File: src/rtl/apb_gpio_pkg.sv
// Shared constants for the APB GPIO peripheral: bus widths and register addresses.
package apb_gpio_pkg;
  localparam int DATA_W = 8;
  localparam int ADDR_W = 4;

  localparam logic [ADDR_W-1:0] ADDR_DOUT  = 4'h0;
  localparam logic [ADDR_W-1:0] ADDR_DIR   = 4'h1;
  localparam logic [ADDR_W-1:0] ADDR_DIN   = 4'h2;
  localparam logic [ADDR_W-1:0] ADDR_IEN   = 4'h3;
  localparam logic [ADDR_W-1:0] ADDR_ISTAT = 4'h4;
  localparam logic [ADDR_W-1:0] ADDR_IEDGE = 4'h5;

  // Sticky status update: new events win over a same-cycle clear.
  function automatic logic [DATA_W-1:0] sticky_next(input logic [DATA_W-1:0] cur,
                                                    input logic [DATA_W-1:0] clr,
                                                    input logic [DATA_W-1:0] set);
    return (cur & ~clr) | set;
  endfunction
endpackage

File: src/rtl/apb_gpio_sync.sv
// Multi-flop synchronizer for the asynchronous GPIO input pins.
module gpio_sync
  import apb_gpio_pkg::*;
#(
  parameter int SYNC_STAGES = 2
) (
  input  logic              i_clk,
  input  logic              i_rst_n,
  input  logic [DATA_W-1:0] i_d,
  output logic [DATA_W-1:0] o_q
);
  logic [SYNC_STAGES-1:0][DATA_W-1:0] r_sync;

  always_ff @(posedge i_clk or negedge i_rst_n) begin
    if (!i_rst_n) r_sync <= '0;
    else          r_sync <= {r_sync[SYNC_STAGES-2:0], i_d};
  end

  assign o_q = r_sync[SYNC_STAGES-1];
endmodule

File: src/rtl/apb_gpio.sv
// APB slave GPIO with programmable wait states; optional edge interrupts
// are built only when GPIO_IRQ_EN is defined.
module apb_gpio
  import apb_gpio_pkg::*;
#(
  parameter int WAIT_STATES = 1,
  parameter int SYNC_STAGES = 2
) (
  input  logic              PCLK,
  input  logic              PRESETn,
  input  logic              PSEL,
  input  logic              PENABLE,
  input  logic              PWRITE,
  input  logic [ADDR_W-1:0] PADDR,
  input  logic [DATA_W-1:0] PWDATA,
  output logic [DATA_W-1:0] PRDATA,
  output logic              PREADY,
  input  logic [DATA_W-1:0] gpio_in,
  output logic [DATA_W-1:0] gpio_out,
  output logic [DATA_W-1:0] gpio_oe,
  output logic              irq
);
  localparam logic [3:0] WS_INIT = 4'(WAIT_STATES);

  logic [3:0]        r_cnt;
  logic              r_armed;
  logic [DATA_W-1:0] r_dout, r_dir, r_rdata;
  logic [DATA_W-1:0] w_din, w_rmux;
  logic              w_setup, w_access, w_commit;

  gpio_sync #(.SYNC_STAGES(SYNC_STAGES)) u_sync (
    .i_clk  (PCLK),
    .i_rst_n(PRESETn),
    .i_d    (gpio_in),
    .o_q    (w_din)
  );

  assign w_setup  = PSEL & ~PENABLE;
  assign w_access = PSEL & PENABLE;
  // r_armed limits each transfer to a single completion and keeps PREADY low under reset.
  assign PREADY   = w_access & r_armed & (r_cnt == 4'd0);
  assign w_commit = PREADY & PWRITE;

  always_ff @(posedge PCLK or negedge PRESETn) begin
    if (!PRESETn) begin
      r_cnt   <= 4'd0;
      r_armed <= 1'b0;
    end else if (w_setup) begin
      r_cnt   <= WS_INIT;
      r_armed <= 1'b1;
    end else if (w_access) begin
      if (r_cnt != 4'd0) r_cnt <= r_cnt - 4'd1;
      else               r_armed <= 1'b0;
    end
  end

  always_ff @(posedge PCLK or negedge PRESETn) begin
    if (!PRESETn) begin
      r_dout <= '0;
      r_dir  <= '0;
    end else if (w_commit) begin
      if (PADDR == ADDR_DOUT) r_dout <= PWDATA;
      if (PADDR == ADDR_DIR)  r_dir  <= PWDATA;
    end
  end

  assign gpio_out = r_dout;
  assign gpio_oe  = r_dir;

`ifdef GPIO_IRQ_EN
  logic [DATA_W-1:0] r_ien, r_istat, r_iedge, r_prev;
  logic [DATA_W-1:0] w_rise, w_fall, w_set, w_clr;

  assign w_rise = w_din & ~r_prev;
  assign w_fall = ~w_din & r_prev;
  assign w_set  = ((w_rise & r_iedge) | (w_fall & ~r_iedge)) & r_ien;
  assign w_clr  = (w_commit && PADDR == ADDR_ISTAT) ? PWDATA : '0;

  always_ff @(posedge PCLK or negedge PRESETn) begin
    if (!PRESETn) begin
      r_ien   <= '0;
      r_istat <= '0;
      r_iedge <= '0;
      r_prev  <= '0;
    end else begin
      r_prev  <= w_din;
      r_istat <= sticky_next(r_istat, w_clr, w_set);
      if (w_commit && PADDR == ADDR_IEN)   r_ien   <= PWDATA;
      if (w_commit && PADDR == ADDR_IEDGE) r_iedge <= PWDATA;
    end
  end

  assign irq = |(r_istat & r_ien);
`else
  assign irq = 1'b0;
`endif

  always_comb begin
    w_rmux = '0;
    case (PADDR)
      ADDR_DOUT:  w_rmux = r_dout;
      ADDR_DIR:   w_rmux = r_dir;
      ADDR_DIN:   w_rmux = w_din;
`ifdef GPIO_IRQ_EN
      ADDR_IEN:   w_rmux = r_ien;
      ADDR_ISTAT: w_rmux = r_istat;
      ADDR_IEDGE: w_rmux = r_iedge;
`endif
      default:    w_rmux = '0;
    endcase
  end

  // Read data is captured during setup so it cannot move while wait states elapse.
  always_ff @(posedge PCLK or negedge PRESETn) begin
    if (!PRESETn)     r_rdata <= '0;
    else if (w_setup) r_rdata <= w_rmux;
  end

  assign PRDATA = w_access ? r_rdata : '0;
endmodule

File: config.mk
export PLATFORM = sky130hd
export DESIGN_NAME = apb_gpio
export DESIGN_NICKNAME = d
export VERILOG_FILES = /design/src/rtl/apb_gpio_pkg.sv /design/src/rtl/apb_gpio_sync.sv /design/src/rtl/apb_gpio.sv
export SDC_FILE = /design/constraint.sdc
export NUM_CORES = 1
export LEC_CHECK = 0
export ABC_CLOCK_PERIOD_IN_PS = 4600
export BUFFER_PORTS_ARGS = -buffer_cell sky130_fd_sc_hd__buf_2
export CAP_MARGIN = 0
export CORE_ASPECT_RATIO = 0.5
export CORE_MARGIN = 2
export CORE_UTILIZATION = 40
export DETAILED_ROUTE_END_ITERATION = 10
export PLACE_DENSITY_LB_ADDON = 0.15
export SLEW_MARGIN = 20
export SYNTH_ARGS = -nofsm -noshare
export SYNTH_HDL_FRONTEND = slang
export SYNTH_SLANG_ARGS = --single-unit
File: constraint.sdc
create_clock -name PCLK -period 4.6 [get_ports PCLK]
set_input_delay 0.23 -clock PCLK [delete_from_list [all_inputs] [get_ports PCLK]]
set_output_delay 0.23 -clock PCLK [all_outputs]
set_load 0.02 [all_outputs]
==> results.yml <==
routing:
  detail_route.wl_per_cell_um: 14.7
  dr_total_vias: 1275
  antenna_violating_nets_post_route: 0
  drc_errors: 0
  detail_route.first_pass.iterations: 4
  dr.first_iter.drc_count: 48
  route.detailed.vias_per_inst: 5.10
  detail_route.wirelength_mm: 3.67
yosys:
  synth_fp_nets: 169
  synth-seq-cells: 45
  synth-async-reset-ratio_pct: 100
  synthCells: 143
  yosys_most_used_dff: "dfrtp_1"
  syn-cell-area_um2: 1860
  synth.avg_cell_area_um2: 13.0
  yosysWarnings: 0
  synthDistinctLibCells: 35
  seq_area_frac_synth_pct: 60.7
  synth_enable_flop_cells: 0
grt:
  grt_use_total_pct: 15.9
  antenna_found_initial: 0
  first_global_vias: 1283
  global_route_wire_length_before_repair_mm: 6.11
  globalRoute.totalOverflow: 0
  grt_start_max_net_pins: 46
clock_tree:
  clockBufferDepth: 2
  clkSlewWorstSetupHoldPaths_ns: 0.08
  cts_num_sinks: 45
  clk-insertion-delay-late_ns: 0.29
  cts.repair.resized: 0
  cts_max_level: 2
  cts_post_setup_buffers_inserted: 0
  clock-root-buffer: "clkbuf_8"
  cts_hold_repair.buffers: 0
  numCtsBuffers: 5
  cts_tree: "built"
timing:
  share_of_the_clock_period_used_by_the_worst_path_pct: 45.6
  grt_setup_unrepaired: "false"
  final-setup-viol-count: 0
  maximum_clock_skew_at_final_layout_ns: 0.00277
  timing.final.hold_violations: 0
  max_slew.worst_pin.slew_ns: 0.835
  worst_slew_margin_rel_pct: 43.9
  final_max_slew_viol_count: 0
  final.min_clock_period_ns: 2.10
  max_freq_ghz: 0.477
  timing.setup.tns_ns: 0
finish:
  layout_commonest_cell: "buf_2"
  area_growth_syn_to_layout_pct: 21.4
  final_nets: 219
  post_route_cells_drive_above_1_share_pct: 43.0
  commonest_non_fill_non_tap_cells_in_the_layout: "buf_2 (48), dfrtp_1 (45), mux2_2 (23)"
  final.fill_count: 422
  final_util_pct: 50.9
  final_cell_count_no_fill: 250
  antenna_cells: 0
place:
  io_buffer_count: 49
  place_hpwl_mm: 2.60
  instance_count_after_placement_with_tap_cells_included: 242
  place.gp.congestion: 0.750
pwr:
  leakage_nw: 1.16
  pwr_density_cell_nw_per_um2: 402
  vdd_ir_drop_max_v: 0.000159
  report.power.total_w: 0.000904
floorplan:
  die_h_um: 52.2
  design.core.area_um2: 4420
  row_count: 17
  fp.dieW_um: 100
  start_util_pct: 41.9
  dieArea_um2: 5230
  io-pin-count: 51
critical_path:
  timing.critical_path.required_ns: 4.78
  crit_path_max_fanout: 8
  crit_path_cell_trace: "inv_1, ha_1, or3b_4, nor3b_4, mux2_2"
  critical_path_data_arrival_time_ns: 2.27
  cell_at_the_slowest_stage_of_the_critical_path: "nor3b_4"
  path_class: "register to register"
  startpoint_type: "register"
  critical_path.endpoint_type: "register"
  cp_slowest_stage_delay_ns: 0.48
status:
  outcome: "finished, final reports clean"
job:
  maxCapViolCount: 0
worst_hold_path:
  hold_class: "input pin to register"
## worst max-delay path, delay by kind of cell (launching register included)
family	cells	cell delay, ns
adder cells (fa/ha/maj)	1	0.21
AND/OR/NAND/NOR	2	0.91
flip-flops	1	0.41
multiplexers	1	0.39
buffers and inverters	1	0.07
## flip-flops by register name, summed over array words and instances, names as in the netlist
signal         count
gpio_oe            8
gpio_out           8
r_rdata            8
u_sync.o_q         8
u_sync.r_sync      8
r_cnt              4
r_armed            1
## metal layers
| layer | GRT usage, % | vias up | share of wire (%) |
|---|---|---|---|
| met4 | 5.48 | 0 | 1.1 |
| met1 | 20.7 | 626 | 48 |
| li1 | - | 610 | - |
| met3 | 5.51 | 7 | 5.2 |
| met2 | 24.9 | 32 | 45 |
| met5 | 0 | - | 0 |
## cells in the mapped netlist (2+ instances only)
| cell | n | area [um2] |
|---|---|---|
| buf_4 | 2 | 15.0 |
| nor2_1 | 4 | 15.0 |
| nor2b_1 | 2 | 12.5 |
| and3_1 | 8 | 50.1 |
| o21ai_0 | 9 | 45.0 |
| a22oi_1 | 7 | 52.6 |
| nand3_1 | 3 | 15.0 |
| clkbuf_1 | 2 | 7.51 |
| dfrtp_1 | 45 | 1130 |
| inv_1 | 3 | 11.3 |
| buf_2 | 2 | 10.0 |
| nand2_1 | 11 | 41.3 |
| mux2_2 | 23 | 259 |
## path summary, 6_finish.rpt
kind / from / to / slack, ns / cells after the start
setup / recovery: r_cnt[0] / gpio_out[1] / 2.50 / 5
hold / removal: gpio_in[0] / u_sync.r_sync[0] / 0.04 / 1
setup reg to reg: r_cnt[0] / gpio_out[1] / 2.50 / 5
hold reg to reg: u_sync.r_sync[3] / u_sync.o_q[3] / 0.35 / 0
max in group asynchronous: PRESETn / r_cnt[2] / 3.75 / 2
min in group asynchronous: PRESETn / u_sync.r_sync[5] / 0.47 / 2
## cell families after synthesis
group / after synthesis / synth area share [%]
flops: 45 / 60.7
other cells: 1 / 0.202
buf+inv: 10 / 2.56
simple gates: 40 / 13.4
compound gates: 22 / 7.96
fa+ha+maj: 1 / 0.674
mux: 24 / 14.5
## per-stage QoR
| stage | hold slack [ns] | area (um2) | setup WS [ns] |
|---|---|---|---|
| finish | 0.0421 | 2250 | 2.50 |
| floorplan | -0.0656 | 1860 | 2.70 |
| CTS | 0.0272 | 2240 | 2.49 |
| global route | 0.0239 | 2250 | 2.39 |
| global placement | 0.332 | 2140 | 2.52 |
| detailed placement | 0.336 | 2140 | 2.50 |
## area by class of cell
| class | instances | area (um2) | share of cell area, % |
|---|---|---|---|
| Sequential cell | 45 | 1130 | 50.0 |
| Multi-Input combinational cell | 88 | 682 | 30.3 |
| Timing Repair Buffer | 50 | 258 | 11.4 |
| Tap cell | 57 | 71.3 | 3.17 |
| Clock buffer | 5 | 68.8 | 3.06 |
| Clock inverter | 2 | 35.0 | 1.56 |
| Inverter | 3 | 11.3 | 0.500 |
## report_power, final
group	internal, W	switching (W)	leakage [nW]
clock network	0.000158	0.000123	0.0540
registers	0.000434	0.0000299	0.581
logic	0.0000725	0.0000872	0.526
total	0.000664	0.000240	1.16
Power figures use the tool's default switching activity.
